`config.mk`:
```
export PLATFORM = sky130hd
export DESIGN_NAME = hazard_control_unit
export DESIGN_NICKNAME = d
export VERILOG_FILES = /design/src/rtl/hazard_control_unit.sv
export SDC_FILE = /design/constraint.sdc
export NUM_CORES = 1
export LEC_CHECK = 0
export CORE_AREA = 3 3 40 42
export DETAILED_ROUTE_END_ITERATION = 10
export DIE_AREA = 0 0 43 45
export GPL_ROUTABILITY_DRIVEN = 1
export RECOVER_POWER = 50
export SYNTH_ARGS = -nofsm -noshare
export SYNTH_HDL_FRONTEND = slang
export SYNTH_SLANG_ARGS = --single-unit
```
`constraint.sdc`:
```
create_clock -name i_clk -period 2.98 [get_ports i_clk]
set_clock_uncertainty 0.2 [all_clocks]
set_input_delay 0.596 -clock i_clk [delete_from_list [all_inputs] [get_ports i_clk]]
set_output_delay 0.596 -clock i_clk [all_outputs]
set_load 0.005 [all_outputs]
```
`src/rtl/hazard_control_unit.sv`:
```
// rtl/hazard_control_unit.sv - pipeline hazard controller: RAW stall, control flush, optional forwarding
//
// Purpose: sits beside the FD/DX/XM pipeline registers of the 5-stage core.
//   Stalls FD on RAW hazards against DX/XM (LOAD_LATENCY cycles per load-use),
//   flushes FD for FLUSH_SLOTS cycles on a jump or taken branch.
//   Optional feature macro: HDU_FORWARD_EN (adds forwarding selects; only load-use stalls).
//
// Ports:
//   i_clk            clock, rising edge
//   i_rst            reset, asynchronous, active-low
//   i_fd_rs/i_fd_rt  source register fields of the FD instruction
//   i_fd_uses_rt     FD instruction reads rt
//   i_dx_rd          DX destination register; i_dx_reg_write, i_dx_mem_read qualify it
//   i_xm_rd          XM destination register; i_xm_reg_write qualifies it
//   i_jump           FD instruction is a jump
//   i_branch_taken   FD branch resolved taken
//   o_load_enable    PC/FD write enable (0 = hold)
//   o_dx_bubble      force NOP into DX on next edge
//   o_flush          squash FD contents on next edge
//   o_fwd_a_sel      rs forward select 00 regfile, 01 XM, 10 DX (HDU_FORWARD_EN only)
//   o_fwd_b_sel      rt forward select, same encoding (HDU_FORWARD_EN only)

module hazard_control_unit #(
    parameter int REG_W        = 5,
    parameter int LOAD_LATENCY = 1,
    parameter int FLUSH_SLOTS  = 1,
    parameter int CNT_W        = 4
) (
    input  logic             i_clk,
    input  logic             i_rst,
    input  logic [REG_W-1:0] i_fd_rs,
    input  logic [REG_W-1:0] i_fd_rt,
    input  logic             i_fd_uses_rt,
    input  logic [REG_W-1:0] i_dx_rd,
    input  logic             i_dx_reg_write,
    input  logic             i_dx_mem_read,
    input  logic [REG_W-1:0] i_xm_rd,
    input  logic             i_xm_reg_write,
    input  logic             i_jump,
    input  logic             i_branch_taken,
    output logic             o_load_enable,
    output logic             o_dx_bubble,
    output logic             o_flush
`ifdef HDU_FORWARD_EN
    ,
    output logic [1:0]       o_fwd_a_sel,
    output logic [1:0]       o_fwd_b_sel
`endif
);

    typedef enum logic [1:0] {
        ST_RUN   = 2'd0,
        ST_STALL = 2'd1,
        ST_FLUSH = 2'd2
    } state_t;

    // The cycle that enters STALL/FLUSH is already the first slot, so the
    // counter is loaded with (total - 2) and the state exits when it hits 0.
    localparam logic [CNT_W-1:0] LP_STALL_INIT = CNT_W'((LOAD_LATENCY > 1) ? LOAD_LATENCY - 2 : 0);
    localparam logic [CNT_W-1:0] LP_FLUSH_INIT = CNT_W'((FLUSH_SLOTS > 1) ? FLUSH_SLOTS - 2 : 0);
    localparam logic [CNT_W-1:0] LP_ONE        = CNT_W'(1);

    state_t           r_state;
    state_t           w_state_nxt;
    logic [CNT_W-1:0] r_cnt;
    logic [CNT_W-1:0] w_cnt_nxt;

    logic w_dx_rs, w_dx_rt, w_xm_rs, w_xm_rt;
    logic w_load_hz, w_data_hz, w_ctrl_hz;

    // Register 0 is hard-wired, so it never creates a dependency.
    assign w_dx_rs = i_dx_reg_write && (i_dx_rd == i_fd_rs) && (i_fd_rs != '0);
    assign w_dx_rt = i_dx_reg_write && (i_dx_rd == i_fd_rt) && (i_fd_rt != '0) && i_fd_uses_rt;
    assign w_xm_rs = i_xm_reg_write && (i_xm_rd == i_fd_rs) && (i_fd_rs != '0);
    assign w_xm_rt = i_xm_reg_write && (i_xm_rd == i_fd_rt) && (i_fd_rt != '0) && i_fd_uses_rt;

    assign w_load_hz = i_dx_mem_read && (w_dx_rs || w_dx_rt);
    assign w_ctrl_hz = i_jump || i_branch_taken;

`ifdef HDU_FORWARD_EN
    assign w_data_hz = w_load_hz;

    // A load result is not ready in DX, so DX only forwards non-load results.
    always_comb begin
        o_fwd_a_sel = 2'b00;
        o_fwd_b_sel = 2'b00;
        if (w_dx_rs && !i_dx_mem_read) o_fwd_a_sel = 2'b10;
        else if (w_xm_rs)              o_fwd_a_sel = 2'b01;
        if (w_dx_rt && !i_dx_mem_read) o_fwd_b_sel = 2'b10;
        else if (w_xm_rt)              o_fwd_b_sel = 2'b01;
        if (!i_rst) begin
            o_fwd_a_sel = 2'b00;
            o_fwd_b_sel = 2'b00;
        end
    end
`else
    assign w_data_hz = w_dx_rs || w_dx_rt || w_xm_rs || w_xm_rt;
`endif

    always_ff @(posedge i_clk or negedge i_rst) begin
        if (!i_rst) begin
            r_state <= ST_RUN;
            r_cnt   <= '0;
        end else begin
            r_state <= w_state_nxt;
            r_cnt   <= w_cnt_nxt;
        end
    end

    always_comb begin
        w_state_nxt   = r_state;
        w_cnt_nxt     = r_cnt;
        o_load_enable = 1'b1;
        o_dx_bubble   = 1'b0;
        o_flush       = 1'b0;
        case (r_state)
            ST_RUN: begin
                // Data hazard wins: branch operands may still be stale.
                if (w_data_hz) begin
                    o_load_enable = 1'b0;
                    o_dx_bubble   = 1'b1;
                    if (w_load_hz && (LOAD_LATENCY > 1)) begin
                        w_state_nxt = ST_STALL;
                        w_cnt_nxt   = LP_STALL_INIT;
                    end
                end else if (w_ctrl_hz) begin
                    o_flush = 1'b1;
                    if (FLUSH_SLOTS > 1) begin
                        w_state_nxt = ST_FLUSH;
                        w_cnt_nxt   = LP_FLUSH_INIT;
                    end
                end
            end
            ST_STALL: begin
                o_load_enable = 1'b0;
                o_dx_bubble   = 1'b1;
                if (r_cnt == '0) w_state_nxt = ST_RUN;
                else             w_cnt_nxt   = r_cnt - LP_ONE;
            end
            ST_FLUSH: begin
                o_flush = 1'b1;
                if (r_cnt == '0) w_state_nxt = ST_RUN;
                else             w_cnt_nxt   = r_cnt - LP_ONE;
            end
            default: begin
                w_state_nxt = ST_RUN;
                w_cnt_nxt   = '0;
            end
        endcase
        if (!i_rst) begin
            o_load_enable = 1'b1;
            o_dx_bubble   = 1'b0;
            o_flush       = 1'b0;
        end
    end

endmodule

```
# == Yosys cells after proc, flatten, opt, wreduce, memory -nomap -nowiden ==
# Index checks and enable logic that the tools add are counted.
# word_totals
mem_bits_rw,0
reg_bits,6
in_bits,28
romBits,0
memories,0
latchBits,0
# classes
n_mul,0
magnitude_cmp,0
shifts,0
muxes,14
n_eq_ne,8
n_addsub,1
n_bitwise,1
n_div,0
reduce_logical,21
# op_table
operator,count
equality test 5 bit,4
logical AND 1 bit,10
nonzero test 5 bit,2
one-hot mux 4 bit (2 select lines),1
two-way mux 1 bit,7
one-hot mux 1 bit (2 select lines),3
logical NOT 4 bit,1
logical OR 1 bit,4
two-way mux 4 bit,1
one-hot mux 2 bit (2 select lines),1
AND reduction 2 bit,2
"subtractor 4 x 1 -> 4 bit, second input constant",1
"equality test 2 x 1 -> 1 bit, second input constant",1
"equality test 2 bit, second input constant",1
logical NOT 2 bit,1
two-way mux 2 bit,1
"!= test 2 x 1 -> 1 bit, second input constant",1
"!= test 2 bit, second input constant",1
OR reduction 2 bit,1
NOT 1 bit,1

# == Depth between registers and ports, before layout ==
# depth
ltp_word,10
depth_mapped,5

# == Worst setup path after synthesis ==
# OpenSTA, ideal clock, no wires.
# synth_timing
path_kind,input to output
from,in i_fd_rt[1]
to,out o_dx_bubble
arrival_ns,1.703
t_required_ns,2.184
n_path_buf,0
setup_slack_ns,0.481
stages,5
path_cell_list,or4_1 > o21ai_2 > nor4_1 > o21a_1 > o21a_1
# synth_between
elab_chain_len,10
word_cells_on_any_way,15
cone_classes,2 x eq/ne; 3 x mux; 10 x reduce/logical
# synth_rtl
element,line_no,source
start: declaration,32,"input logic [REG_W-1:0] i_fd_rt,"
equality test 5 bit,73,assign w_dx_rt = i_dx_reg_write && (i_dx_rd == i_fd_rt) && (i_fd_rt != '0) && i_fd_uses_rt;
logical AND 1 bit (3 in a row),73,
logical OR 1 bit (2 in a row),97,assign w_data_hz = w_dx_rs || w_dx_rt || w_xm_rs || w_xm_rt;
logical OR 1 bit (*),97,
two-way mux 1 bit (*),119,if (w_data_hz) begin
one-hot mux 1 bit (2 select lines) (*),116,case (r_state)
two-way mux 1 bit (*),150,if (!i_rst) begin
end: declaration,42,"output logic o_dx_bubble,"
# Every way passes the cells marked *; elsewhere a longest branch is shown, timed or not.

# == Final worst setup path ==
# layout_timing
from,in i_fd_rs[4]
to,out o_flush
# layout_between
elab_chain_len,9
word_cells_on_any_way,13
cone_classes,2 x eq/ne; 3 x mux; 8 x reduce/logical
# layout_rtl
element,line_no,source
start: declaration,31,"input logic [REG_W-1:0] i_fd_rs,"
equality test 5 bit,72,assign w_dx_rs = i_dx_reg_write && (i_dx_rd == i_fd_rs) && (i_fd_rs != '0);
logical AND 1 bit (2 in a row),72,
logical OR 1 bit,97,
logical OR 1 bit (*) (2 in a row),97,
two-way mux 1 bit (*),119,
one-hot mux 1 bit (2 select lines) (*),116,
two-way mux 1 bit (*),150,
end: declaration,43,output logic o_flush
# Marks and branches as above.

==> out/qor.yml <==
power:
  powerDensity_mw_per_mm2: 129.5
  switchingPower_uw: 37.84
  swShare_pct: 38.40
  pwr-share-seq_pct: 0
  p_int_uw: 60.69
  leakage_uw: 0.0003128
  clockPowerShare_pct: 0
  combPwrFrac_pct: 100.0
  vdd_drop_max_uv: 62.66
  power.total_uw: 98.52
yosys:
  synth_warnings: 0
  yosysTopAreaCellShare_pct: 36.21
  ys_seq_area_share_pct: 0
  synth_compound_gate_area_share_pct: 14.66
  synth_mux_area_share_pct: 0
  synth_area_leaders: "xnor2_1 36%, xor2_1 24%, nor4_1 6.5%"
  syn_avg_cell_area_um2: 7.639
  synth_xor_area_share_pct: 60.34
  post-synth-top-area-cell: "xnor2_1"
  synth_cells: 38
  syn_area_um2: 290.3
  synth_top_family_by_area: "XOR/XNOR gates"
  synthesis.nets: 66
  ys_types: 14
  synthSimpleGateAreaFrac_pct: 25.00
  synth_adder_area_share_pct: 0
final_layout:
  design_area_um2: 760.7
  finalNetCount: 112
  seq_area_um2: 0
  seq_cell_count: 0
  clock_buffers: 0
  diodes: 0
  drive_gt1_share_pct: 32.93
  finalNonFillerCells: 97
  multi_input_area_um2: 350.3
  syn2layout_area_growth_pct: 162.1
  nFillCells: 134
floorplanning:
  die_w_um: 43
  ios: 31
  start_util_pct: 22.59
  die_area_mm2: 0.001935
  rows: 13
  core-area_mm2: 0.001285
  die_h_um: 45
routing:
  first_iter_violations: 0
  drc: 0
  via_per_inst: 4.567
  vias: 443
  wl_per_cell_um: 12.19
  ant_nets: 0
  wirelength_mm: 1.182
  first_pass_iters: 1
critical_path:
  path_cells: "dlygate4sd2_1, or4_4, nor2_4, nor4_2, o21a_1, buf_4, nor3_2, buf_2"
  cp_num_buf_inv: 3
  cp-endpoint: "o_flush"
  crit_start: "i_fd_rs[4]"
  critPathKind: "in -> out"
  critPathMaxStageDelay_ns: 0.54
  cp_top_family: "simple AND/OR/NAND/NOR gates"
  worst_ep_required_time_ns: 2.18
  cp.depth: 8
  arrival_ns: 2.15
  critical_path_peak_fanout: 2
  crit_slowest_cell: "or4_4"
  crit_path_end_kind: "output port"
  start_kind: "primary input"
global_routing:
  grt_max_degree: 4
  track_usage_pct: 12.02
  gr-total-overflow: 0
  antenna_found_initial: 0
  first_global_vias: 479
  grt_pass1_wl_mm: 1.807
sta:
  slew_headroom_pct: 81.82
  setup_violations: 0
  fin_setup_tns_ns: 0
  timing_worst_slew_pin_value_ns: 0.2727
  maxSlewViolCount: 0
  max_freq_mhz: 339.8
  post-route-period-util_pct: 98.75
  min_period_ns: 2.943
  finalHoldViolations: 0
placed_design:
  gp_congestion: 0.7399
  dp_cells: 95
  place_area_um2: 696.9
  portBuffers: 29
  hpwlAfterDp_um: 925.6
run_status:
  outcome: "complete, no violations"
flow_run:
  drv_cap: 0
clocking:
  cts_hold_buf: 0
min_path:
  whs_path_depth: 3
  hold_class: "in -> out"
[layer usage]
metal  global-route usage (%)  part of all wire [%]  wire length, µm  up-vias
met5                        0                     0                0        -
met4                    5.422                   2.6               31        0
met3                    1.195                   7.3               86        4
met2                    22.75                    50              596       22
met1                    13.57                    40              468      190
li1                         -                     -                -      227
[tightest hold or removal path, stage by stage]
cell and delay, ns:
clkdlybuf4s50_1 0.43, o21ai_1 0.08, buf_2 0.12
[per-stage QoR]
stage,utilization (%),setup WS [ns],hold WS (ns)
after floorplan,-,0.4806,1.045
after global placement,54.24,-0.5080,1.976
after detailed placement,54.24,-0.5056,1.973
after CTS,56.09,0.008650,1.621
after global routing,59.20,-0.01818,1.655
final,59.20,0.03738,1.616
[cells by family (layout without fill, tap and decap cells)]
logic type / Yosys count / in the layout
xor gates and xnor gates: 20 / 20
and+or+nand+nor: 12 / 12
AOI/OAI and AO/OA: 6 / 6
buffers and inverters: 0 / 44
[layout make-up]
type                            count  share of cell area, %
Tap cell                           15                  2.467
Timing Repair Buffer               44                  51.48
Multi-Input combinational cell     38                  46.05
[how the worst min path moves through the flow]
stage          start            end  slack, ns
6_report       i_rst  o_load_enable       1.62
5_1_grt        i_rst  o_load_enable       1.66
4_1_cts        i_rst  o_load_enable       1.62
3_5_place_dp   i_rst    o_dx_bubble       1.97
3_3_place_gp   i_rst    o_dx_bubble       1.98
2_1_floorplan  i_rst  o_load_enable       1.05
[Yosys cell counts, drive strengths merged]
cell    n
nand2   1
o32ai   1
nor2    1
nor3    1
nand4   1
or4     2
xor2    8
o21ai   3
nor4    3
nand3   3
o21a    2
xnor2  12
[timing repair]
item                                    in CTS  in global routing
endpoints found under the setup margin       3                  3
setup buffers                                2                  0
pin swaps                                   11                 10
gates resized for setup                     26                 10
[power groups by stage]
stage / sequential, µW / combinational [µW] / clock [µW]
2_1_floorplan: 0 / 28.7 / 0
3_3_place_gp: 0 / 92.7 / 0
3_5_place_dp: 0 / 93.1 / 0
4_1_cts: 0 / 93.4 / 0
5_1_grt: 0 / 106 / 0
6_report: 0 / 98.5 / 0
[layout by cell type, fill, tap and decap left out, types with 2 or more instances in the layout]
cell / instances
clkdlybuf4s50_1: 15
buf_4: 14
xnor2_1: 12
xor2_1: 8
dlygate4sd2_1: 6
nand3_1: 3
nor4_2: 3
dlymetal6s2s_1: 3
buf_2: 3
or4_4: 2
o21a_1: 2
clkdlybuf4s15_1: 2
Note: power is estimated with default switching activity, not from simulation.
